File: src/rtl/arb_pkg.sv
// Shared arbitration types for the rr_arbiter_n family.
package arb_pkg;
  localparam logic ARB_MODE_RR    = 1'b0;
  localparam logic ARB_MODE_FIXED = 1'b1;

  typedef enum logic {ARB_IDLE, ARB_GRANTED} arb_state_t;
endpackage

File: src/rtl/rr_pick.sv
// Combinational winner select: round-robin after start_i, or lowest index in fixed mode.
module rr_pick
  import arb_pkg::*;
#(
  parameter int N     = 4,
  parameter int IDX_W = $clog2(N)
) (
  input  logic [N-1:0]     cand_i,
  input  logic [IDX_W-1:0] start_i,
  input  logic             mode_i,
  output logic [N-1:0]     win_o,
  output logic [IDX_W-1:0] idx_o,
  output logic             any_o
);
  always_comb begin
    int   j;
    logic found;
    j     = 0;
    found = 1'b0;
    win_o = '0;
    idx_o = '0;
    any_o = |cand_i;
    // Search order: start+1, start+2, ... wrapping, so the last winner is tried last.
    for (int k = 0; k < N; k++) begin
      if (mode_i == ARB_MODE_FIXED) begin
        j = k;
      end else begin
        j = int'(start_i) + 1 + k;
        if (j >= N) j = j - N;
      end
      if (!found && cand_i[j]) begin
        found    = 1'b1;
        win_o[j] = 1'b1;
        idx_o    = IDX_W'(j);
      end
    end
  end
endmodule

File: src/rtl/rr_arbiter_n.sv
// N-requester arbiter with registered one-hot grant, lock and hold-limit forced release.
module rr_arbiter_n
  import arb_pkg::*;
#(
  parameter int N        = 4,
  parameter int MAX_HOLD = 8,
  parameter int IDX_W    = $clog2(N)
) (
  input  logic             clk,
  input  logic             reset,
  input  logic             mode,
  input  logic [N-1:0]     req,
  input  logic [N-1:0]     lock,
  output logic [N-1:0]     grant,
  output logic             grant_valid,
  output logic [IDX_W-1:0] grant_idx
);
  localparam int HOLD_W = $clog2(MAX_HOLD + 1);
  localparam logic [HOLD_W-1:0] HOLD_LIM = HOLD_W'(MAX_HOLD - 1);

  arb_state_t       state_q, state_d;
  logic [N-1:0]     grant_q, grant_d;
  logic [IDX_W-1:0] idx_q, idx_d;
  logic [IDX_W-1:0] last_q, last_d;
  logic [HOLD_W-1:0] hold_q, hold_d;

  logic             granted, others, keep, forced;
  logic [N-1:0]     cand, win;
  logic [IDX_W-1:0] win_idx;
  logic             win_any;

  assign granted = (state_q == ARB_GRANTED);
  assign others  = |(req & ~grant_q);
  assign keep    = granted && req[idx_q] && lock[idx_q] &&
                   ((hold_q < HOLD_LIM) || !others);
  assign forced  = granted && lock[idx_q] && (hold_q == HOLD_LIM) && others;
  // The expiring owner sits out one arbitration so someone else gets served.
  assign cand    = forced ? (req & ~grant_q) : req;

  rr_pick #(.N(N), .IDX_W(IDX_W)) u_pick (
    .cand_i  (cand),
    .start_i (last_q),
    .mode_i  (mode),
    .win_o   (win),
    .idx_o   (win_idx),
    .any_o   (win_any)
  );

  always_comb begin
    state_d = state_q;
    grant_d = grant_q;
    idx_d   = idx_q;
    last_d  = last_q;
    hold_d  = hold_q;
    if (keep) begin
      if (hold_q < HOLD_LIM) hold_d = hold_q + 1'b1;
    end else if (win_any) begin
      state_d = ARB_GRANTED;
      grant_d = win;
      idx_d   = win_idx;
      last_d  = win_idx;
      hold_d  = '0;
    end else begin
      state_d = ARB_IDLE;
      grant_d = '0;
    end
  end

  always_ff @(posedge clk or posedge reset) begin
    if (reset) begin
      state_q <= ARB_IDLE;
      grant_q <= '0;
      idx_q   <= '0;
      last_q  <= IDX_W'(N - 1);
      hold_q  <= '0;
    end else begin
      state_q <= state_d;
      grant_q <= grant_d;
      idx_q   <= idx_d;
      last_q  <= last_d;
      hold_q  <= hold_d;
    end
  end

  assign grant       = grant_q;
  assign grant_valid = granted;
  assign grant_idx   = idx_q;
endmodule

File: config.mk
export PLATFORM = sky130hd
export DESIGN_NAME = rr_arbiter_n
export DESIGN_NICKNAME = d
export VERILOG_FILES = /design/src/rtl/arb_pkg.sv /design/src/rtl/rr_pick.sv /design/src/rtl/rr_arbiter_n.sv
export SDC_FILE = /design/constraint.sdc
export NUM_CORES = 1
export LEC_CHECK = 0
export ABC_AREA = 0
export BUFFER_PORTS_ARGS = -buffer_cell sky130_fd_sc_hd__buf_2
export CAP_MARGIN = 5
export CORE_MARGIN = 2
export CORE_UTILIZATION = 60
export CTS_BUF_LIST = sky130_fd_sc_hd__clkbuf_2
export DETAILED_ROUTE_END_ITERATION = 6
export GPL_ROUTABILITY_DRIVEN = 0
export HOLD_SLACK_MARGIN = 0.03
export PLACE_DENSITY = 0.89
export SYNTH_ARGS = -nofsm -noshare
export SYNTH_HDL_FRONTEND = slang
export SYNTH_SLANG_ARGS = --single-unit
export TNS_END_PERCENT = 30
File: constraint.sdc
create_clock -name clk -period 4.1 [get_ports clk]
set_input_delay 0 -clock clk [delete_from_list [all_inputs] [get_ports clk]]
set_output_delay 0 -clock clk [all_outputs]
set_load 0.02 [all_outputs]
Word-level counts from Yosys, hierarchy flattened. Cells that the tools add are included.

Register bits after elaboration: 13. Latch bits: 0. Bits in writable memories: 0. ROM bits: 0. Input bits: 11. Output and inout bits: 7. Logic and storage cells: 108. Memories kept: 0.

Add/sub/neg operators: 9. Multiply operators: 0. Div/mod/pow operators: 0. $lt $le $gt $ge: 14. Eq/ne operators: 2. Shift operators: 0. Muxes and demuxes: 49. Bitwise gates (word level): 6. Reduce and logical (&&, ||, !) cells: 23.

Operator list (count): $mux 32 (8); $ge 32x1->1 const B (4); $ge 32x4->1 const B (4); $lt 32x4->1 const B (4); $sub 32x4->32 const B (4); $add 32x3->32 const B (2); $mux 4 (9); $add 32x2->32 const B (1); $mux 1 (18); $logic_and 1x1->1 (13); $bmux 1 s2 (6); $or 4x4->4 (3); $demux 1 s2 (4); $mux 2 (4); $reduce_or 4->1 (2); $add 4x1->4 const B (1); $and 4x4->4 (1); $eq 4x3->1 const B (1); $logic_not 1->1 (4); $lt 4x3->1 const B (1); $not 4->4 (1); $reduce_and 2->1 (2); $add 2x1->3 const B (1); $lt 2x3->1 const B (1); 4 further kinds (4).

Depth between registers and ports, before layout.
Depth in word-level cells: 20. Depth in mapped cells: 12. Gate-level depth less buffers: 9.

Modules after synthesis. A second synthesis with hierarchy kept.

Cell total of the unflattened synthesis: 161. Area total of the unflattened synthesis: 1405.1 um^2.

Modules (own cells, without submodules): rr_arbiter_n (instances 1, cells each 67, area each 765.7 um^2, seq. area each 327.8 um^2); rr_pick (instances 1, cells each 94, area each 639.4 um^2, seq. area each 0.0 um^2).

Worst setup path after synthesis. Ideal clock, no wire load.

Path kind: reg2reg. From: register last_q[0]. To: register grant_q[0], in the netlist grant[0]. Library setup time: 96 ps. Data arrival time: 3339 ps. Data required time: 4004 ps. Slack: 665 ps. Stages on the path, launching flop included: 12. Buffers on the path: 2. Clock period less this slack: 3435 ps. Cells stage by stage: dfstp_2 > buf_6 > clkbuf_1 > clkinv_1 > ha_1 > nor2b_1 > nor3_1 > or4_1 > a32oi_1 > o21ai_2 > or4_1 > a311oi_2.

Word-level cells in the longest chain between the ends: 18. Elaborated cells between the ends (all ways): 69. Those cells by class: 8 x add/sub; 12 x order compare; 36 x mux; 3 x bitwise; 10 x reduce/logical.

Ends and longest elaborated chain: from (decl) (RTL line rr_arbiter_n.sv:24) `logic [IDX_W-1:0] last_q, last_d;`; from (signal assigned) (RTL line rr_arbiter_n.sv:74) `last_q <= IDX_W'(N - 1);`; from (signal assigned) (RTL line rr_arbiter_n.sv:80) `last_q <= last_d;`; $add 2x1->3 * (RTL line rr_pick.sv:28) `j = int'(start_i) + 1 + k;`; branches (longest 15 deep; another with $add 32x2->32); $mux 4 * (RTL line rr_pick.sv:31) `if (!found && cand_i[j]) begin`; $mux 4 * (RTL line rr_arbiter_n.sv:57) `end else if (win_any) begin`; to (signal assigned) (RTL line rr_arbiter_n.sv:78) `grant_q <= grant_d;`; to (decl) (RTL line rr_arbiter_n.sv:22) `logic [N-1:0] grant_q, grant_d;`.

Mark *: on every way between the ends. The select of a mux whose other input is x is not followed. A chain may end at the register's enable or synchronous reset.

Final worst setup path. Ends and elaborated chain as after synthesis.

==> results.py <==
metrics = {
    "worst_setup_path": {
        "r2r_cells": 9,
        "worst_setup_path_end_kind": "flop",
        "critical_path.slowest_cell": "dfstp_2",
        "startpoint": "last_q[0]$_DFFE_PP1P_",
        "r2r_start": "last_q[0]$_DFFE_PP1P_",
        "cp_max_fo": 18,
        "cpMostUsedCell": "or4_1",
        "r2r_end": "grant[0]$_DFFE_PP0N_",
        "worstSetupPathType": "reg2reg",
        "cp.arrival_ps": 3730,
        "required_ps": 4300,
        "setup.worst_path.start_class": "flop",
        "crit_chain": "clkinv_1 -> ha_1 -> nor2b_1 -> nor3_1 -> or4_1 -> a32oi_1 -> o21ai_2 -> or4_1 -> a311oi_2",
        "worst-r2r-setup-slack_ps": 570,
        "crit_path_max_incr_delay_ps": 750,
        "worstSetupEndpoint": "grant[0]$_DFFE_PP0N_",
    },
    "finish": {
        "fin_nets": 223,
        "num_antenna_cells": 0,
        "final_common_cell": "buf_2",
        "final_cell_mix": "buf_2, nand2_1, nor2_1, inv_1, dfrtp_1",
        "layout-drive-gt1-share": 0.1814,
        "stdcell_count": 234,
        "fin_util": 0.6682,
        "syn2layout_area_growth_pct": 7.622,
    },
    "routing": {
        "wl_per_cell_um": 17.89,
        "via_count": 1603,
        "antenna_left": 0,
        "drc": 0,
        "viasPerCell": 6.850,
        "dr.pass1.iters": 5,
        "drt_wl_total_mm": 4.187,
        "met2_length_mm": 2.000,
        "highest-signal-layer": "met4",
        "wl_met1_mm": 1.740,
        "wl_met3_um": 349,
        "initialDrtViolationCount": 146,
    },
    "clock_tree": {
        "cts_resized": 0,
        "cts_made_buffers": 3,
        "cts_sinks": 13,
        "cts.path.max_buffers": 2,
        "cts_root_buffer": "clkbuf_2",
        "cts_tree": "built",
        "clkLatencyLatePin_ps": 280,
        "path_clk_slew_ps": 120,
        "cts_setup_buffers": 0,
        "ctsHtreeMaxLevel": 1,
    },
    "floorplan": {
        "rows": 18,
        "floorplan.die.width_um": 54.17,
        "die-area_um2": 2934,
        "initial_core_util": 0.6209,
        "die_h_um": 54.17,
        "core-area_um2": 2432,
        "ioPinCount": 18,
    },
    "synthesis": {
        "synth_fp_nets": 207,
        "ys_warn_count": 0,
        "synth.top_cell.area_share": 0.1823,
        "ys_ff_latch": 13,
        "syn_inst": 189,
        "synthArstFlopShare": 1.000,
        "avgSynthCellArea_um2": 7.990,
        "synth_edf_count": 0,
        "synth_area_um2": 1510,
        "ys_seq_area_frac": 0.2171,
        "synth_area_leaders": "dfrtp_1, ha_1, mux2i_1, nand2_1, nor2_1",
        "synthFlopType": "dfrtp_1",
        "synth_cell_types": 54,
        "synth_top_area_cell": "dfrtp_1",
    },
    "power": {
        "vdd_drop_max_uv": 433.4,
        "p_clk_frac": 0.060,
        "switching_power_mw": 0.5934,
        "netSwitchingFraction": 0.5377,
        "power_density_nw_per_um2": 679.1,
        "leakagePower_nw": 0.6975,
        "power_mw": 1.104,
        "combPwrFrac": 0.701,
        "power_frac_seq": 0.239,
        "p_int_mw": 0.5103,
    },
    "timing": {
        "worstMarginPinSlew_ps": 880.4,
        "fin_skew_ps": 13.09,
        "clock.fmax_mhz": 283.3,
        "setup_ws_ps": 570.1,
        "period_share": 0.8609,
        "hold_viol": 0,
        "setup_viol": 0,
        "period_minus_slack_ps": 3530,
        "max_slew_margin": 0.4131,
        "tns_ps": 0,
        "slew_violations": 0,
        "rsz0062_at_grt": "no",
    },
    "global_route": {
        "antenna_found_initial": 0,
        "grt_pass1_wl_mm": 6.486,
        "grt_usage": 0.3013,
        "grt_pass1_vias": 1459,
        "grt_max_degree": 19,
        "overflow": 0,
    },
    "job": {
        "maxCapViolations": 0,
    },
    "run_status": {
        "status": "completed",
    },
    "placed_design": {
        "dpl_worst_slack_ps": 690.0,
        "port_buffers": 17,
        "placed_cells": 229,
        "dpl.hpwl_mm": 3.107,
    },
    "min_path": {
        "worstHoldPathType": "in2reg",
    },
}
-- Yosys cell counts, types with 3 or more instances --
cell	count
nand2_1	16
a21oi_1	10
dfrtp_1	11
nand3b_1	3
nor2b_1	4
ha_1	7
nand2b_1	7
clkbuf_1	5
mux2i_1	7
inv_1	12
nor3_1	3
mux2_2	3
o21ai_0	10
a31oi_1	6
o22ai_1	6
or4_1	3
a2bb2oi_1	3
nor2_1	16
nand3_1	9
o211ai_1	4
-- area by class of cell --
class / count / area, um^2
fillers: 212 / 807.0
flip-flops and latches: 13 / 327.8
well taps: 30 / 37.54
repair buffers: 19 / 102.6
multi-input cells: 155 / 1089
inverters: 13 / 48.80
clock buffers: 4 / 20.02
-- metrics by stage --
step,area [um^2],hold slack [ps]
floorplan,1510,-124.5
global placement,1595,29.45
detailed placement,1595,35.07
CTS,1625,157.9
global route,1625,169.1
finish,1625,166.9
-- critical path, delay by kind of cell (launching register included) --
kind	cells	cell delay, ps
adders and majority gates	1	510
AOI/OAI and AO/OA	3	640
and+or+nand+nor	4	1390
DFF	1	750
buffers and inverters	1	170
-- timing repair --
item / in CTS / in global routing
hold buffers: 1 / 0
setup endpoints to repair: 0 / 0
endpoints found under the hold margin: 11 / 0
-- worst min path at each step --
stage,startpoint,end,cells past startpoint
2_1_floorplan,reset,grant[0]$_DFFE_PP0N_,1
3_3_place_gp,reset,hold_q[2]$_DFFE_PP0P_,2
3_5_place_dp,reset,grant[1]$_DFFE_PP0N_,2
4_1_cts,req[0],grant_valid$_DFFE_PP0N_,3
5_1_grt,req[0],grant_valid$_DFFE_PP0N_,3
6_report,req[0],grant_valid$_DFFE_PP0N_,3
-- power groups by stage --
stage / Sequential (mW) / Combinational (mW) / Clock, mW
after global routing: 0.270 / 0.842 / 0.0749
after CTS: 0.260 / 0.750 / 0.0691
after detailed placement: 0.263 / 0.746 / 0
final: 0.264 / 0.773 / 0.0667
after global placement: 0.258 / 0.719 / 0
after floorplan: 0.256 / 0.585 / 0
-- logic make-up after synthesis --
logic type	count (synthesis)	synth area share
AOI/OAI and AO/OA	64	0.3207
adders and majority gates	7	0.05799
buffers and inverters	21	0.06213
DFF	13	0.2171
muxes	12	0.09362
and+or+nand+nor	71	0.2427
xor gates and xnor gates	1	0.005801
-- sequential cells by signal, indices dropped and copies added (netlist names) --
signal and flops:
grant_valid 1, last_q 2, hold_q 4, grant 4
grant_idx 2
-- metal layers --
layer | vias up | global-route usage
met3 | 12 | 0.05833
met4 | 0 | 0.1042
met1 | 744 | 0.3722
met5 | - | 0
li1 | 744 | -
met2 | 103 | 0.5181
(Power assumes the default switching activity.)
